==> src/rtl/enemy_wave_scheduler.sv <==
// rtl/enemy_wave_scheduler.sv - enemy slot allocator, spawn timer, score/lives and game FSM
//
// Purpose: owns ten enemy slots (FREE / ACTIVE / RETIRING), issues periodic spawn
// requests into free slots round-robin, tracks kills (score), lives and speed level,
// and sequences the game through IDLE -> CLEAR -> RUN -> OVER.
//
// Ports:
//   clk, reset           clock; asynchronous active-high reset
//   start, pause         game start/restart pulse; motion/spawn freeze level
//   hit, touch_edge      per-slot bullet collision and bottom-edge arrival
//   at_top               per-slot "y is back at 0" from the y counter bank
//   c_en, des            per-slot counter enable and destroy/clear request
//   move_en, flying_rate move-rate counter enable and speed select
//   score, lives         kill count (saturating) and remaining lives
//   game_over            high in OVER
//   spawn_pulse/idx      one-cycle allocation strobe and allocated slot index
module enemy_wave_scheduler #(
  parameter int SPAWN_PERIOD = 50000000,
  parameter int LEVEL_STEP   = 8,
  parameter int START_LIVES  = 3
) (
  input  logic       clk,
  input  logic       reset,
  input  logic       start,
  input  logic       pause,
  input  logic [9:0] hit,
  input  logic [9:0] touch_edge,
  input  logic [9:0] at_top,
  output logic [9:0] c_en,
  output logic [9:0] des,
  output logic       move_en,
  output logic [1:0] flying_rate,
  output logic [7:0] score,
  output logic [1:0] lives,
  output logic       game_over,
  output logic       spawn_pulse,
  output logic [3:0] spawn_idx
);

  localparam int TW = (SPAWN_PERIOD > 2) ? $clog2(SPAWN_PERIOD) : 1;
  localparam logic [TW-1:0] TIMER_RELOAD = TW'(SPAWN_PERIOD - 1);

  typedef enum logic [1:0] {ST_IDLE, ST_CLEAR, ST_RUN, ST_OVER} state_t;
  typedef enum logic [1:0] {S_FREE, S_ACTIVE, S_RETIRING} slot_t;

  state_t          state_q, state_d;
  slot_t           slot_q [10];
  slot_t           slot_d [10];
  logic [7:0]      score_q, score_d;
  logic [1:0]      lives_q, lives_d;
  logic [1:0]      rate_q, rate_d;
  logic [TW-1:0]   timer_q, timer_d;
  logic            pending_q, pending_d;
  logic [3:0]      rr_q, rr_d;
  logic            spawn_pulse_q, spawn_pulse_d;
  logic [3:0]      spawn_idx_q, spawn_idx_d;

  logic [3:0]      hits, losses;
  logic [8:0]      score_sum;
  logic [7:0]      level;
  logic            all_free, found;
  logic [4:0]      scan;
  logic [3:0]      alloc_idx;

  always_ff @(posedge clk or posedge reset) begin
    if (reset) begin
      state_q       <= ST_IDLE;
      for (int i = 0; i < 10; i++) slot_q[i] <= S_FREE;
      score_q       <= 8'd0;
      lives_q       <= 2'd0;
      rate_q        <= 2'd0;
      timer_q       <= TIMER_RELOAD;
      pending_q     <= 1'b0;
      rr_q          <= 4'd0;
      spawn_pulse_q <= 1'b0;
      spawn_idx_q   <= 4'd0;
    end else begin
      state_q       <= state_d;
      for (int i = 0; i < 10; i++) slot_q[i] <= slot_d[i];
      score_q       <= score_d;
      lives_q       <= lives_d;
      rate_q        <= rate_d;
      timer_q       <= timer_d;
      pending_q     <= pending_d;
      rr_q          <= rr_d;
      spawn_pulse_q <= spawn_pulse_d;
      spawn_idx_q   <= spawn_idx_d;
    end
  end

  always_comb begin
    state_d       = state_q;
    for (int i = 0; i < 10; i++) slot_d[i] = slot_q[i];
    score_d       = score_q;
    lives_d       = lives_q;
    rate_d        = rate_q;
    timer_d       = timer_q;
    pending_d     = pending_q;
    rr_d          = rr_q;
    spawn_pulse_d = 1'b0;
    spawn_idx_d   = spawn_idx_q;
    hits          = 4'd0;
    losses        = 4'd0;
    score_sum     = 9'd0;
    level         = 8'd0;
    all_free      = 1'b1;
    found         = 1'b0;
    scan          = 5'd0;
    alloc_idx     = 4'd0;

    for (int i = 0; i < 10; i++) begin
      if (slot_q[i] != S_FREE) all_free = 1'b0;
    end

    case (state_q)
      ST_IDLE: begin
        if (start) state_d = ST_CLEAR;
      end

      ST_CLEAR: begin
        // Drain the bank: everything retires and returns once its y is back at 0.
        for (int i = 0; i < 10; i++) begin
          if (slot_q[i] != S_FREE) begin
            if (slot_q[i] == S_RETIRING && at_top[i]) slot_d[i] = S_FREE;
            else                                      slot_d[i] = S_RETIRING;
          end
        end
        if (all_free) begin
          state_d   = ST_RUN;
          lives_d   = 2'(START_LIVES);
          score_d   = 8'd0;
          rate_d    = 2'd0;
          timer_d   = TIMER_RELOAD;
          pending_d = 1'b0;
          rr_d      = 4'd0;
        end
      end

      ST_RUN: begin
        for (int i = 0; i < 10; i++) begin
          case (slot_q[i])
            S_ACTIVE: begin
              // A hit takes priority over the same slot reaching the edge.
              if (hit[i]) begin
                slot_d[i] = S_RETIRING;
                hits      = hits + 4'd1;
              end else if (touch_edge[i]) begin
                slot_d[i] = S_RETIRING;
                losses    = losses + 4'd1;
              end
            end
            // A slot in RETIRING at this edge has had des high for a full cycle.
            S_RETIRING: if (at_top[i]) slot_d[i] = S_FREE;
            default: ;
          endcase
        end

        score_sum = {1'b0, score_q} + {5'd0, hits};
        score_d   = score_sum[8] ? 8'hFF : score_sum[7:0];
        lives_d   = (losses >= {2'd0, lives_q}) ? 2'd0 : lives_q - losses[1:0];

        // Level tracks the registered score, so it trails a score change by a cycle.
        level  = score_q / 8'(LEVEL_STEP);
        rate_d = (level > 8'd3) ? 2'd3 : level[1:0];

        if (!pause) begin
          // Allocation scans the prior-cycle slot states, so a slot freed on
          // this edge cannot be handed out on the same edge.
          if (pending_q) begin
            for (int k = 0; k < 10; k++) begin
              scan = {1'b0, rr_q} + 5'(k);
              if (scan >= 5'd10) scan = scan - 5'd10;
              if (!found && slot_q[scan[3:0]] == S_FREE) begin
                found     = 1'b1;
                alloc_idx = scan[3:0];
              end
            end
            if (found) begin
              slot_d[alloc_idx] = S_ACTIVE;
              spawn_pulse_d     = 1'b1;
              spawn_idx_d       = alloc_idx;
              rr_d              = (alloc_idx == 4'd9) ? 4'd0 : alloc_idx + 4'd1;
              pending_d         = 1'b0;
            end
          end
          // Only one request can be outstanding; an expiry while pending is dropped.
          if (timer_q == '0) begin
            pending_d = 1'b1;
            timer_d   = TIMER_RELOAD;
          end else begin
            timer_d = timer_q - 1'b1;
          end
        end

        if (lives_q == 2'd0) state_d = ST_OVER;
      end

      ST_OVER: begin
        if (start) state_d = ST_CLEAR;
      end

      default: state_d = ST_IDLE;
    endcase
  end

  always_comb begin
    for (int i = 0; i < 10; i++) begin
      c_en[i] = (slot_q[i] != S_FREE);
      des[i]  = (slot_q[i] == S_RETIRING);
    end
  end

  assign move_en     = (state_q == ST_CLEAR) || (state_q == ST_RUN && !pause);
  assign game_over   = (state_q == ST_OVER);
  assign flying_rate = rate_q;
  assign score       = score_q;
  assign lives       = lives_q;
  assign spawn_pulse = spawn_pulse_q;
  assign spawn_idx   = spawn_idx_q;

endmodule
==> config.mk <==
export PLATFORM = sky130hd
export DESIGN_NAME = enemy_wave_scheduler
export DESIGN_NICKNAME = d
export VERILOG_FILES = /design/src/rtl/enemy_wave_scheduler.sv
export SDC_FILE = /design/constraint.sdc
export NUM_CORES = 1
export LEC_CHECK = 0
export CAP_MARGIN = 0
export CORE_MARGIN = 1.5
export CORE_UTILIZATION = 60
export CTS_CLUSTER_DIAMETER = 200
export DETAILED_ROUTE_END_ITERATION = 6
export GPL_TIMING_DRIVEN = 1
export HOLD_SLACK_MARGIN = 0.1
export PLACE_DENSITY_LB_ADDON = 0.08
export SLEW_MARGIN = 20
export SYNTH_ARGS = -nofsm -noshare
export SYNTH_HDL_FRONTEND = slang
export SYNTH_SLANG_ARGS = --single-unit
==> constraint.sdc <==
create_clock -name clk -period 7.8 [get_ports clk]
set_clock_uncertainty 0.05 [all_clocks]
set_input_delay 1.56 -clock clk [delete_from_list [all_inputs] [get_ports clk]]
set_output_delay 1.56 -clock clk [all_outputs]
set_load 0.01 [all_outputs]
==> flow_metrics.tcl <==
set metrics [dict create \
    cts_root_buf "clkbuf_16" \
    grt_overflow 0 \
    synth_top_cell_by_area "dfrtp_1" \
    cts_buffers 9 \
    grt_pass1_wl_um 40800 \
    clockBufferDepth 2 \
    tns_ns 0 \
    worstPathArrival_ns 7.81 \
    antenna_found_initial 0 \
    place_area_mm2 0.00997 \
    vdd_ir_drop_max_mv 0.149 \
    coreArea_mm2 0.0145 \
    grt_usage_pct 31.5 \
    synth-seq-cells 70 \
    cp_slowest_cell "mux2_4" \
    syn-cell-area_mm2 0.00888 \
    ios 73 \
    worst_pin_slew_ns 1.03 \
    seqCellArea_mm2 0.00177 \
    antenna_left 0 \
    hpwl_um 18500 \
    final_nets 1343 \
    hp-class "reg2reg" \
    clkSinkCount 70 \
    worstPathRequired_ns 8.02 \
    period_minus_slack_ns 7.59 \
    grt_max_degree 71 \
    drt_iter0_markers 716 \
    timing.final.crit_share_pct 97.3 \
    viasPerCell 6.36 \
    startpoint_type "primary input" \
    cpMostUsedCell "mux2_4" \
    cpPeakStageDelay_ns 0.30 \
    max_freq_mhz 132 \
    die_w_um 125 \
    synthTopCellsByArea "dfrtp_1 15%, ha_1 11%, xnor2_1 5.4%" \
    yosysSeqAreaShare_pct 20.0 \
    setup_ws_ns 0.214 \
    yosys.area.top_type_share_pct 14.6 \
    slew_headroom_pct 31.3 \
    slew_violations 0 \
    leakage_nw 4.45 \
    status "completed" \
    async_flop_share_pct 100 \
    worstSetupPathType "in2reg" \
    yosysMostFrequentCell "nand2_1" \
    nFillCells 1153 \
    postCtsHoldBufs 0 \
    synth_cell_type_count 97 \
    synth_common_cells "125 x nand2_1, 82 x nor2_1, 81 x ha_1" \
    multi_input_area_mm2 0.00677 \
    h-tree-depth 3 \
    start_util_pct 61.4 \
    synth_edf_count 0 \
    num_rows 44 \
    grt_pass1_vias 8268 \
    end_kind "flip-flop" \
    cts_tree "yes" \
    post_drt_wl_per_cell_um 17.6 \
    cp_max_fo 4 \
    port-buffer-count 72 \
    synth_cells 1137 \
    synthFlopType "dfrtp_1" \
    area_delta_synth_final_pct 17.4 \
    num_vias 9003 \
    stdcell_area_mm2 0.0104 \
    cap_violations 0 \
    yosysWarnings 0 \
    total_power_mw 2.22 \
    worstSkewPairLatency_ns 0.34 \
    drc 0 \
    syn-num-nets 1254 \
    drt_pass1_iterations 5 \
    pre_cts_ws_ns -0.768 \
    syn_avg_cell_area_um2 7.81 \
    final_layout_size_suffix_gt1_share_pct 12.7 \
    hold_viol 0 \
    clkTransAtPathRegs_ns 0.06 \
    place_congestion 0.975 \
    chipHeight_um 125 \
    p_per_area_mw_per_mm2 213 \
    dieArea_mm2 0.0155 \
    setup_violations 0 \
    drt_wl_total_um 24900 \
    diodes 0 \
]
cell usage in the layout, fill, tap and decap left out, types with 17 or more instances in the layout:
| master | instances |
|---|---|
| nor2_1 | 81 |
| dfstp_2 | 18 |
| ha_1 | 75 |
| clkdlybuf4s50_1 | 70 |
| a21oi_1 | 66 |
| o21ai_0 | 74 |
| a211oi_1 | 19 |
| nand3_1 | 30 |
| dfrtp_1 | 52 |
| inv_1 | 76 |
| xnor2_1 | 55 |
| nor3_1 | 44 |
| o211ai_1 | 17 |
| buf_4 | 44 |
| nand2_1 | 125 |
| xor2_1 | 17 |
cells by family (layout without fill, tap and decap cells):
family                   after synthesis  after routing  share of synthesized area [%]
XOR/XNOR                              74             74                           7.54
AND/OR/NAND/NOR                      431            431                           24.8
adder cells (fa/ha/maj)               84             84                           12.0
flip-flops                            70             70                           20.0
AO/OA/AOI/OAI                        323            323                           25.1
multiplexers                          37             37                           4.96
buffers and inverters                118            212                           5.62
routing by layer:
metal | part of all wire [%] | track usage, % | vias up
met5 | 0 | 0 | -
met4 | 1.8 | 8.72 | 0
met3 | 7.6 | 5.24 | 40
met2 | 45 | 50.0 | 355
met1 | 45 | 44.4 | 4257
li1 | - | - | 4351
worst max-delay path, delay by kind of cell:
kind            cells  cell delay (ns)
compound gates      4             0.68
fa+ha+maj          10             2.50
buf+inv             2             0.18
mux                 9             2.45
simple gates        4             0.43
report_power, final:
part | switching, mW | total, mW | internal, mW | leakage [nW]
combinational | 0.833 | 1.32 | 0.491 | 3.42
sequential | 0.0590 | 0.469 | 0.410 | 0.884
clock | 0.175 | 0.427 | 0.251 | 0.147
what timing repair did:
action                                  in CTS  in global routing
endpoints found under the setup margin       9                 10
buffers inserted                             1                  3
cloned                                       0                  0
pin swaps                                    6                  6
resized for setup                           14                 14
final cells by class:
type / count / share of cell area (%)
multi-input combinational: 949 / 64.9
clock inverter: 7 / 0.780
tap: 184 / 2.21
timing repair buffer: 116 / 10.0
inverter: 80 / 2.88
sequential: 70 / 17.0
clock buffer: 9 / 2.16
through the flow:
stage               cells  hold slack (ns)  util, %
finish               1415            0.452     72.0
global route         1415            0.476     72.0
CTS                  1412            0.450     71.5
detailed placement   1395            0.431     68.9
global placement     1395            0.430     68.9
floorplan            1137            0.419        -
state kept, by name, summed over array words and instances, names as in the netlist:
name,flops
lives,2
spawn_pulse,1
state_q,2
pending_q,1
flying_rate,2
rr_q,4
spawn_idx,4
timer_q,26
slot_q,20
score,8
final timing paths:
| kind | to | cells past startpoint | slack [ns] | from |
|---|---|---|---|---|
| setup / recovery | score[7] | 29 | 0.21 | hit[0] |
| hold / removal | timer_q[2] | 2 | 0.45 | timer_q[2] |
| setup reg to reg | score[7] | 30 | 0.66 | slot_q[19] |
| hold reg to reg | timer_q[2] | 2 | 0.45 | timer_q[2] |
| max in group asynchronous | slot_q[0] | 3 | 5.37 | reset |
| min in group asynchronous | timer_q[18] | 3 | 1.74 | reset |
Note: power is estimated with default switching activity, not from simulation.
